$ cat src/rtl/mmu_pkg.sv
// Shared Sv32 MMU definitions: PTE bit positions, PTE classification and
// page-table-walker state encoding. The TLB uses the same perm ordering.
package mmu_pkg;
  localparam int PTE_V        = 0;
  localparam int PTE_R        = 1;
  localparam int PTE_W        = 2;
  localparam int PTE_X        = 3;
  localparam int PTE_U        = 4;
  localparam int PTE_G        = 5;
  localparam int PTE_A        = 6;
  localparam int PTE_D        = 7;
  localparam int PTE_PPN0_LSB = 10;
  localparam int PTE_PPN0_MSB = 19;
  localparam int PTE_PPN1_LSB = 20;
  localparam int PTE_PPN1_MSB = 31;

  typedef enum logic [1:0] {
    PTE_INVALID,
    PTE_POINTER,
    PTE_LEAF,
    PTE_MISALIGNED
  } pte_class_e;

  typedef enum logic [2:0] {
    ST_IDLE,
    ST_L1,
    ST_L0,
    ST_DONE,
    ST_DRAIN
  } ptw_state_e;

  // Byte address of a 4-byte PTE; only the low 20 bits of the table PPN
  // reach the 32-bit physical bus.
  function automatic logic [31:0] pte_addr(input logic [21:0] a,
                                           input logic [9:0]  vpn_x);
    return {a[19:0], 12'h000} + {20'h0, vpn_x, 2'b00};
  endfunction
endpackage

$ cat src/rtl/ptw_pte_decode.sv
// Combinational Sv32 PTE classifier: invalid / pointer / leaf / misaligned
// superpage, plus the next-level PPN and the 7-bit permission field.
module ptw_pte_decode
  import mmu_pkg::*;
(
  input  logic [31:0] i_pte,
  input  logic        i_level,  // 1 = first-level (superpage) lookup
  output pte_class_e  o_class,
  output logic [21:0] o_ppn,
  output logic [6:0]  o_perm
);
  logic w_leaf;
  logic w_unused_rsw;

  assign w_leaf       = i_pte[PTE_R] | i_pte[PTE_X];
  assign w_unused_rsw = ^i_pte[9:8];
  assign o_ppn  = {i_pte[PTE_PPN1_MSB:PTE_PPN1_LSB], i_pte[PTE_PPN0_MSB:PTE_PPN0_LSB]};
  assign o_perm = {i_pte[PTE_D], i_pte[PTE_A], i_pte[PTE_G], i_pte[PTE_U],
                   i_pte[PTE_X], i_pte[PTE_W], i_pte[PTE_R]};

  // A pointer is only legal at the first level and must not carry D/A/U.
  always_comb begin
    o_class = PTE_INVALID;
    if (!i_pte[PTE_V] || (!i_pte[PTE_R] && i_pte[PTE_W])) begin
      o_class = PTE_INVALID;
    end else if (w_leaf) begin
      if (i_level && (i_pte[PTE_PPN0_MSB:PTE_PPN0_LSB] != 10'h0)) o_class = PTE_MISALIGNED;
      else                                                      o_class = PTE_LEAF;
    end else if (i_level && !(i_pte[PTE_D] || i_pte[PTE_A] || i_pte[PTE_U])) begin
      o_class = PTE_POINTER;
    end
  end
endmodule

$ cat src/rtl/sv32_ptw.sv
// Sv32 hardware page-table walker: one two-level walk at a time, delivering a
// TLB fill or a page/access fault. Valid/ready: a request is taken on any
// cycle where req_valid_i and req_ready_o are both high at the clock edge.
module sv32_ptw
  import mmu_pkg::*;
(
  input  logic        clk,
  input  logic        rst,
  input  logic        req_valid_i,
  output logic        req_ready_o,
  input  logic [31:0] req_vaddr_i,
  input  logic        satp_mode_i,
  input  logic [21:0] satp_ppn_i,
  input  logic        abort_i,
  output logic        mem_req_o,
  output logic [31:0] mem_addr_o,
  input  logic        mem_ack_i,
  input  logic [31:0] mem_rdata_i,
  output logic        fill_req_o,
  output logic [19:0] fill_vpn_o,
  output logic [21:0] fill_ppn_o,
  output logic [6:0]  fill_perm_o,
  output logic        fill_superpage_o,
  output logic        done_o,
  output logic        page_fault_o,
  output logic        access_fault_o,
  output logic [2:0]  dbg_state_o
);
  ptw_state_e  r_state, w_state_nxt;
  logic [19:0] r_vpn;
  logic [31:0] r_mem_addr, w_addr_nxt;
  logic        r_done, r_fill, r_pf, r_af;
  logic [19:0] r_fill_vpn;
  logic [21:0] r_fill_ppn;
  logic [6:0]  r_fill_perm;
  logic        r_fill_sp;
  logic        w_finish, w_fill, w_pf, w_af, w_sp;
  pte_class_e  w_class;
  logic [21:0] w_ppn;
  logic [6:0]  w_perm;
  logic        w_unused_offset;

  assign w_unused_offset = ^req_vaddr_i[11:0];

  ptw_pte_decode u_decode (
    .i_pte   (mem_rdata_i),
    .i_level (r_state == ST_L1),
    .o_class (w_class),
    .o_ppn   (w_ppn),
    .o_perm  (w_perm)
  );

  always_comb begin
    w_state_nxt = r_state;
    w_addr_nxt  = r_mem_addr;
    w_finish    = 1'b0;
    w_fill      = 1'b0;
    w_pf        = 1'b0;
    w_af        = 1'b0;
    w_sp        = 1'b0;
    case (r_state)
      ST_IDLE: begin
        if (req_valid_i) begin
          if (!satp_mode_i) begin
            w_state_nxt = ST_DONE;
            w_finish    = 1'b1;
          end else if (satp_ppn_i[21:20] != 2'b00) begin
            w_state_nxt = ST_DONE;
            w_finish    = 1'b1;
            w_af        = 1'b1;
          end else begin
            w_state_nxt = ST_L1;
            w_addr_nxt  = pte_addr(satp_ppn_i, req_vaddr_i[31:22]);
          end
        end
      end
      ST_L1, ST_L0: begin
        if (mem_ack_i && abort_i) begin
          w_state_nxt = ST_IDLE;
        end else if (mem_ack_i) begin
          case (w_class)
            PTE_LEAF: begin
              w_state_nxt = ST_DONE;
              w_finish    = 1'b1;
              w_fill      = 1'b1;
              w_sp        = (r_state == ST_L1);
            end
            PTE_POINTER: begin
              if (w_ppn[21:20] != 2'b00) begin
                w_state_nxt = ST_DONE;
                w_finish    = 1'b1;
                w_af        = 1'b1;
              end else begin
                w_state_nxt = ST_L0;
                w_addr_nxt  = pte_addr(w_ppn, r_vpn[9:0]);
              end
            end
            default: begin
              w_state_nxt = ST_DONE;
              w_finish    = 1'b1;
              w_pf        = 1'b1;
            end
          endcase
        end else if (abort_i) begin
          // The outstanding read cannot be cancelled; wait it out in DRAIN.
          w_state_nxt = ST_DRAIN;
        end
      end
      ST_DONE:  w_state_nxt = ST_IDLE;
      ST_DRAIN: if (mem_ack_i) w_state_nxt = ST_IDLE;
      default:  w_state_nxt = ST_IDLE;
    endcase
  end

  always_ff @(posedge clk) begin
    if (rst) begin
      r_state     <= ST_IDLE;
      r_vpn       <= '0;
      r_mem_addr  <= '0;
      r_done      <= 1'b0;
      r_fill      <= 1'b0;
      r_pf        <= 1'b0;
      r_af        <= 1'b0;
      r_fill_vpn  <= '0;
      r_fill_ppn  <= '0;
      r_fill_perm <= '0;
      r_fill_sp   <= 1'b0;
    end else begin
      r_state    <= w_state_nxt;
      r_mem_addr <= w_addr_nxt;
      r_done     <= w_finish;
      r_fill     <= w_fill;
      r_pf       <= w_pf;
      r_af       <= w_af;
      if (r_state == ST_IDLE && req_valid_i) r_vpn <= req_vaddr_i[31:12];
      if (w_fill) begin
        r_fill_vpn  <= r_vpn;
        r_fill_ppn  <= w_ppn;
        r_fill_perm <= w_perm;
        r_fill_sp   <= w_sp;
      end
    end
  end

  assign req_ready_o      = (r_state == ST_IDLE);
  assign mem_req_o        = (r_state == ST_L1) || (r_state == ST_L0) || (r_state == ST_DRAIN);
  assign mem_addr_o       = r_mem_addr;
  // An abort landing on the DONE cycle cancels the completion strobes.
  assign done_o           = r_done & ~abort_i;
  assign fill_req_o       = r_fill & ~abort_i;
  assign page_fault_o     = r_pf;
  assign access_fault_o   = r_af;
  assign fill_vpn_o       = r_fill_vpn;
  assign fill_ppn_o       = r_fill_ppn;
  assign fill_perm_o      = r_fill_perm;
  assign fill_superpage_o = r_fill_sp;
  assign dbg_state_o      = r_state;
endmodule

$ cat config.mk
export PLATFORM = sky130hd
export DESIGN_NAME = sv32_ptw
export DESIGN_NICKNAME = d
export VERILOG_FILES = /design/src/rtl/mmu_pkg.sv /design/src/rtl/ptw_pte_decode.sv /design/src/rtl/sv32_ptw.sv
export SDC_FILE = /design/constraint.sdc
export NUM_CORES = 1
export LEC_CHECK = 0
export ABC_AREA = 1
export BUFFER_PORTS_ARGS = -buffer_cell sky130_fd_sc_hd__clkbuf_2
export CAP_MARGIN = 20
export CORE_MARGIN = 5
export CORE_UTILIZATION = 52
export DETAILED_ROUTE_END_ITERATION = 12
export PLACE_DENSITY = 0.85
export SLEW_MARGIN = 30
export SYNTH_ARGS = -nofsm -noshare
export SYNTH_HDL_FRONTEND = slang
export SYNTH_SLANG_ARGS = --single-unit
$ cat constraint.sdc
create_clock -name clk -period 5.2 [get_ports clk]
set_input_delay 0.52 -clock clk [delete_from_list [all_inputs] [get_ports clk]]
set_output_delay 0.52 -clock clk [all_outputs]
set_load 0.01 [all_outputs]
==> results.json, run 1 <==
{
  "run_status": "finished clean",
  "total_power_uw": 2670,
  "criticalPathCategory": "reg2reg",
  "critical_path.most_common_cell": "nand2_1",
  "power_density_nw_per_um2": 489,
  "combinational_power_share_pct": 41.8,
  "die_area_sq_um": 10500,
  "floorplan.die.height_microns": 103,
  "grt_overflow": 0,
  "syn2layout_area_growth_pct": 22.6,
  "drtAntennaViolNets": 0,
  "fin_worst_skew_ns": 0.0136,
  "cts_htree_levels": 3,
  "worst_setup_path_start_kind": "flip-flop",
  "final.min_clock_period_ns": 2.81,
  "routed-via-count": 4458,
  "critical_path_peak_fanout": 37,
  "final_count_of_hold_timing_violations": 0,
  "post_drt_via_cell_ratio": 4.98,
  "clk_path_buf_depth": 2,
  "slew_headroom_pct": 41.1,
  "initialDrtViolationCount": 209,
  "timing.setup.tns_ns": 0,
  "worst_slew_pin_slew_ns": 0.884,
  "rsz0062_at_grt": "no",
  "syn-cell-area_sq_um": 4460,
  "timing.max_cap.violations": 0,
  "syn-instance-count": 645,
  "critPathArrivalTime_ns": 3.10,
  "postSynthRegisterBits": 107,
  "stdcell_area_sq_um": 5470,
  "ir_worst_vdd_v": 0.000270,
  "hold_class": "in2reg",
  "worst_path_max_delay_cell": "dfxtp_1",
  "layout.cells.most_common_list": "166 x clkbuf_2, 134 x nand2_1, 109 x nor2_1",
  "fin_crit_sh_pct": 54.0,
  "clkLatencyLatePin_ns": 0.36,
  "worst_ep_required_time_ns": 5.50,
  "post_route_cells_drive_above_1_share_pct": 25.0,
  "sw_frac_of_total_pct": 41.6,
  "wl_per_cell_microns": 13.4,
  "chipWidth_microns": 103,
  "cts_num_sinks": 107,
  "placement.io_buffers": 166,
  "grt_util_all_layers_pct": 22.5,
  "row_count": 33,
  "initial_utilization_pct": 53.7,
  "worstSetupEndpointType": "flip-flop",
  "cts.root.buffer_cell": "clkbuf_8",
  "postCtsSetupBuffers": 0,
  "timing.hold.ws_ns": 0.393,
  "netSwitchingPower_uw": 1110,
  "ys_seq_area_share_pct": 48.1,
  "grt_max_degree": 93,
  "cp_cell_sequence": "inv_1, nor3_1, nand2_1, nor3_1, ha_1, nand2_1, o21ai_1, nand3_2, buf_4, nand2_1, nand2_1, nor2_1",
  "maxClockFrequency_mhz": 356,
  "drc": 0,
  "tritoncts": "built",
  "r2r_slack_ns": 2.39,
  "synthDominantAreaCellType": "dfxtp_1",
  "yosysTopAreaCellShare_pct": 48.1,
  "yosysUniqueCellTypes": 24,
  "place_hpwl_microns": 8660,
  "cell_int_power_uw": 1560,
  "power_leakage_uw": 0.00281,
  "cts.clk_slew.worst_paths_ns": 0.10,
  "crit_path_max_incr_delay_ns": 0.42,
  "ioPinCount": 183,
  "number_of_diodes_added_for_antenna_fixing": 0,
  "finalWirelength_microns": 12000,
  "synth_area_leaders": "dfxtp_1 48%, nand2_1 11%, nor2_1 9.2%",
  "yosys_warnings": 0,
  "report.final.setup_viol": 0,
  "drtPass1Iterations": 5,
  "numPlacedInstances": 881,
  "grt_pass1_vias": 4033,
  "cts_bufs_inserted": 9,
  "gp_routability_congestion": 0.842,
  "holdBufCountCts": 0,
  "syn_area_per_cell_sq_um": 6.91,
  "antenna_found_initial": 0,
  "non_filler_instance_count_after_layout": 896,
  "ctsResizeCount": 0,
  "fin_nets": 881,
  "timing.final.max_slew_violations": 0,
  "placement.cell_area_sq_um": 5270,
  "clkPwrFrac_pct": 18.9,
  "design.core.area_sq_um": 8300,
  "final_common_cell": "clkbuf_2",
  "grt_pass1_wl_microns": 18800,
  "power.share.sequential_pct": 39.3
}
worst max-delay path: cells and delay by family, from the launching register on:
kind | cells | cell delay [ns]
AO/OA/AOI/OAI | 1 | 0.19
AND/OR/NAND/NOR | 8 | 1.40
flip-flops | 1 | 0.42
adder cells (fa/ha/maj) | 1 | 0.23
buffers and inverters | 2 | 0.50
cell families after synthesis:
group | share of synthesized area (%)
compound gates | 13.3
fa+ha+maj | 0.561
buf+inv | 11.0
flops | 48.1
other cells | 0.0841
simple gates | 27.0
flip-flops by register name (all words and copies together) (netlist names):
signal            count
r_vpn                20
r_done                1
r_fill                1
fill_ppn_o           22
dbg_state_o           3
fill_perm_o           7
fill_superpage_o      1
fill_vpn_o           20
page_fault_o          1
access_fault_o        1
mem_addr_o           30
synthesized netlist by cell type:
cell      count
conb_1        1
buf_2        18
a21oi_1      25
o21ai_0      64
nand3_1      35
nand3b_1      1
clkbuf_1     12
nand2_2       3
nor3_1        4
buf_4         3
dfxtp_1     107
nor2_1      109
ha_1          2
nor2_4        2
buf_1         4
o21ai_1      29
inv_2         4
nor2_2        1
clkbuf_2      2
nand4_1       3
inv_1        78
nand2_1     136
nand3_2       1
or2_2         1
cell type report:
cell class / instances / area [sq um]
inverter: 82 / 308
timing repair buffer: 169 / 853
sequential: 107 / 2140
tap: 105 / 131
clock inverter: 4 / 51.3
fill: 782 / 2830
clock buffer: 11 / 141
multi-input combinational: 418 / 1840
stage by stage:
| step | util (%) | worst slack, ns |
|---|---|---|
| after floorplan | - | 3.11 |
| after global placement | 63.4 | 2.03 |
| after detailed placement | 63.4 | 2.23 |
| after CTS | 65.8 | 2.38 |
| after global routing | 65.9 | 2.06 |
| final | 65.9 | 2.39 |
layer usage:
layer  routed length [microns]  vias to the layer above  GRT usage, %
li1                          -                     2280             -
met1                      5140                     1987          29.0
met2                      5630                      168          36.7
met3                       959                       23          5.41
met4                       287                        0          8.27
met5                         0                        -             0
final timing paths:
path / start / endpoint / cells after the start
max: dbg_state_o[0]$_SDFFE_PP0P_ / mem_addr_o[22]$_SDFFE_PP0P_ / 12
min: req_vaddr_i[31] / r_vpn[19]$_SDFFE_PP0P_ / 3
max reg2reg: dbg_state_o[0]$_SDFFE_PP0P_ / mem_addr_o[22]$_SDFFE_PP0P_ / 12
min reg2reg: r_vpn[19]$_SDFFE_PP0P_ / r_vpn[19]$_SDFFE_PP0P_ / 2
power by group through the flow:
stage	logic, uW	clock network, uW	registers (uW)
floorplan	775	0	1100
global placement	1080	0	1060
detailed placement	1110	0	1070
CTS	1120	516	1050
global route	1290	552	1060
finish	1120	506	1050
Note: power is estimated with default switching activity, not from simulation.
==> inputs of run 2 (changes only) <==
Settings changed: CORE_UTILIZATION 52 to 43, PLACE_DENSITY 0.85 to 0.75.
Clock period 5.2 ns to 2.4 ns, I/O delays scaled along.
==> run 2 against run 1 <==
  * Clock skew about the same
  * Hold slack got worse by 0.27 ns
  * Non-clock buffer count increased by 12
  * Highest routed layer unchanged
  * Routed wire length grew 0.32%
  * First-iteration DRC count is 59% higher
  * Critical path depth up 1
  * Final area is 2.4% higher
  * Critical path type unchanged
  * Largest power group unchanged
==> results.json, run 2 (synthesis gave the netlist of run 1 again) <==
{
  "critical_path.most_common_cell": "inv_1",
  "worst_ep_required_time_ns": 2.64,
  "initial_utilization_pct": 43.6,
  "cts_htree_levels": 3,
  "maxClockFrequency_mhz": 473,
  "fin_nets": 893,
  "placement.io_buffers": 166,
  "rsz0062_at_grt": "no",
  "cts_num_sinks": 107,
  "drtPass1Iterations": 4,
  "initialDrtViolationCount": 332,
  "place_hpwl_microns": 8970,
  "clkLatencyLatePin_ns": 0.36,
  "grt_pass1_wl_microns": 19300,
  "floorplan.die.height_microns": 112,
  "tritoncts": "built",
  "final_common_cell": "clkbuf_2",
  "cts.clk_slew.worst_paths_ns": 0.10,
  "wl_per_cell_microns": 12.8,
  "die_area_sq_um": 12500,
  "gp_routability_congestion": 0.845,
  "worst_path_max_delay_cell": "dfxtp_1",
  "grt_max_degree": 67,
  "crit_path_max_incr_delay_ns": 0.34,
  "worstSetupEndpointType": "flip-flop",
  "layout.cells.most_common_list": "166 x clkbuf_2, 136 x nand2_1, 109 x nor2_1",
  "report.final.setup_viol": 0,
  "finalWirelength_microns": 12100,
  "final_count_of_hold_timing_violations": 0,
  "fin_crit_sh_pct": 88.2,
  "grt_util_all_layers_pct": 18.7,
  "antenna_found_initial": 0,
  "fin_worst_skew_ns": 0.0136,
  "non_filler_instance_count_after_layout": 940,
  "chipWidth_microns": 112,
  "grt_overflow": 0,
  "num-fill-cells": 1045,
  "cts.root.buffer_cell": "clkbuf_8",
  "post_drt_via_cell_ratio": 4.63,
  "drtAntennaViolNets": 0,
  "cts_bufs_inserted": 9,
  "drc": 0,
  "critPathArrivalTime_ns": 2.35,
  "multiInputGateArea_sq_um": 1830,
  "final.min_clock_period_ns": 2.12,
  "critical_path_peak_fanout": 15,
  "timing.setup.tns_ns": 0,
  "syn2layout_area_growth_pct": 25.5,
  "cp_cell_sequence": "inv_1, nor3_2, nand2_1, nor3_1, inv_1, ha_1, inv_1, nor2_1, nand2_2, inv_2, nand2_1, buf_4, o21ai_0",
  "ir_worst_vdd_v": 0.000458,
  "timing.max_cap.violations": 0,
  "criticalPathCategory": "reg2reg",
  "number_of_diodes_added_for_antenna_fixing": 0,
  "largest_reg_flops": 30,
  "worst_setup_path_start_kind": "flip-flop",
  "power_density_nw_per_um2": 1040,
  "hold_class": "in2reg",
  "power_leakage_uw": 0.00286,
  "design.core.area_sq_um": 10200,
  "row_count": 37,
  "timing.final.max_slew_violations": 0,
  "post_route_cells_drive_above_1_share_pct": 25.9,
  "routed-via-count": 4354,
  "grt_pass1_vias": 4030,
  "run_status": "finished clean",
  "clk_path_buf_depth": 2,
  "numPlacedInstances": 924,
  "storage_cell_area_sq_um": 2140,
  "ioPinCount": 183
}
run 2: final timing paths:
check / from / cells past startpoint / slack, ns / endpoint
max: dbg_state_o[0]$_SDFFE_PP0P_ / 13 / 0.28 / fill_ppn_o[15]$_SDFFE_PP0P_
min: req_vaddr_i[30] / 3 / 0.12 / r_vpn[18]$_SDFFE_PP0P_
min reg2reg: r_vpn[19]$_SDFFE_PP0P_ / 2 / 0.47 / r_vpn[19]$_SDFFE_PP0P_
max reg2reg: dbg_state_o[0]$_SDFFE_PP0P_ / 13 / 0.28 / fill_ppn_o[15]$_SDFFE_PP0P_
run 2: critical path, delay by kind of cell, from the launching register on:
| family | cells | cell delay [ns] |
|---|---|---|
| fa+ha+maj | 1 | 0.20 |
| flops | 1 | 0.34 |
| compound gates | 1 | 0.10 |
| simple gates | 6 | 0.87 |
| buf+inv | 5 | 0.48 |
run 2: per-stage QoR:
step                utilization (%)  area (sq um)  total power (uW)  setup WS, ns  hold WS, ns
global placement               52.9          5420              4810         0.256        0.449
floorplan                         -          4460              4060         0.449        0.309
global route                   54.7          5590              6340         0.122        0.109
CTS                            54.6          5590              5880         0.210       0.0996
finish                         54.7          5590              5820         0.284        0.118
detailed placement             52.9          5420              4860         0.210        0.452
run 2: layout make-up:
class	instances	area share, %
tap	136	3.04
sequential	107	38.3
timing repair buffer	181	17.3
clock buffer	13	2.66
clock inverter	3	0.425
inverter	82	5.50
multi-input combinational	418	32.8
run 2: layer usage:
layer,vias up,GRT usage (%),share of wire [%]
met5,-,0,0
met2,113,30.3,46
li1,2302,-,-
met3,15,5.00,7.1
met1,1924,24.5,45
met4,0,5.84,1.4
run 2: timing repair:
item | in CTS | in global routing
setup buffers | 0 | 0
setup endpoints to repair | 0 | 4
resized for setup | 0 | 1
hold endpoints to repair | 0 | 0
hold buffers | 0 | 0
run 2: where the power goes:
group	switching [uW]	internal [uW]	leakage [uW]
Sequential	134	2100	0.000873
Combinational	1680	893	0.00190
Clock	604	411	0.0000799
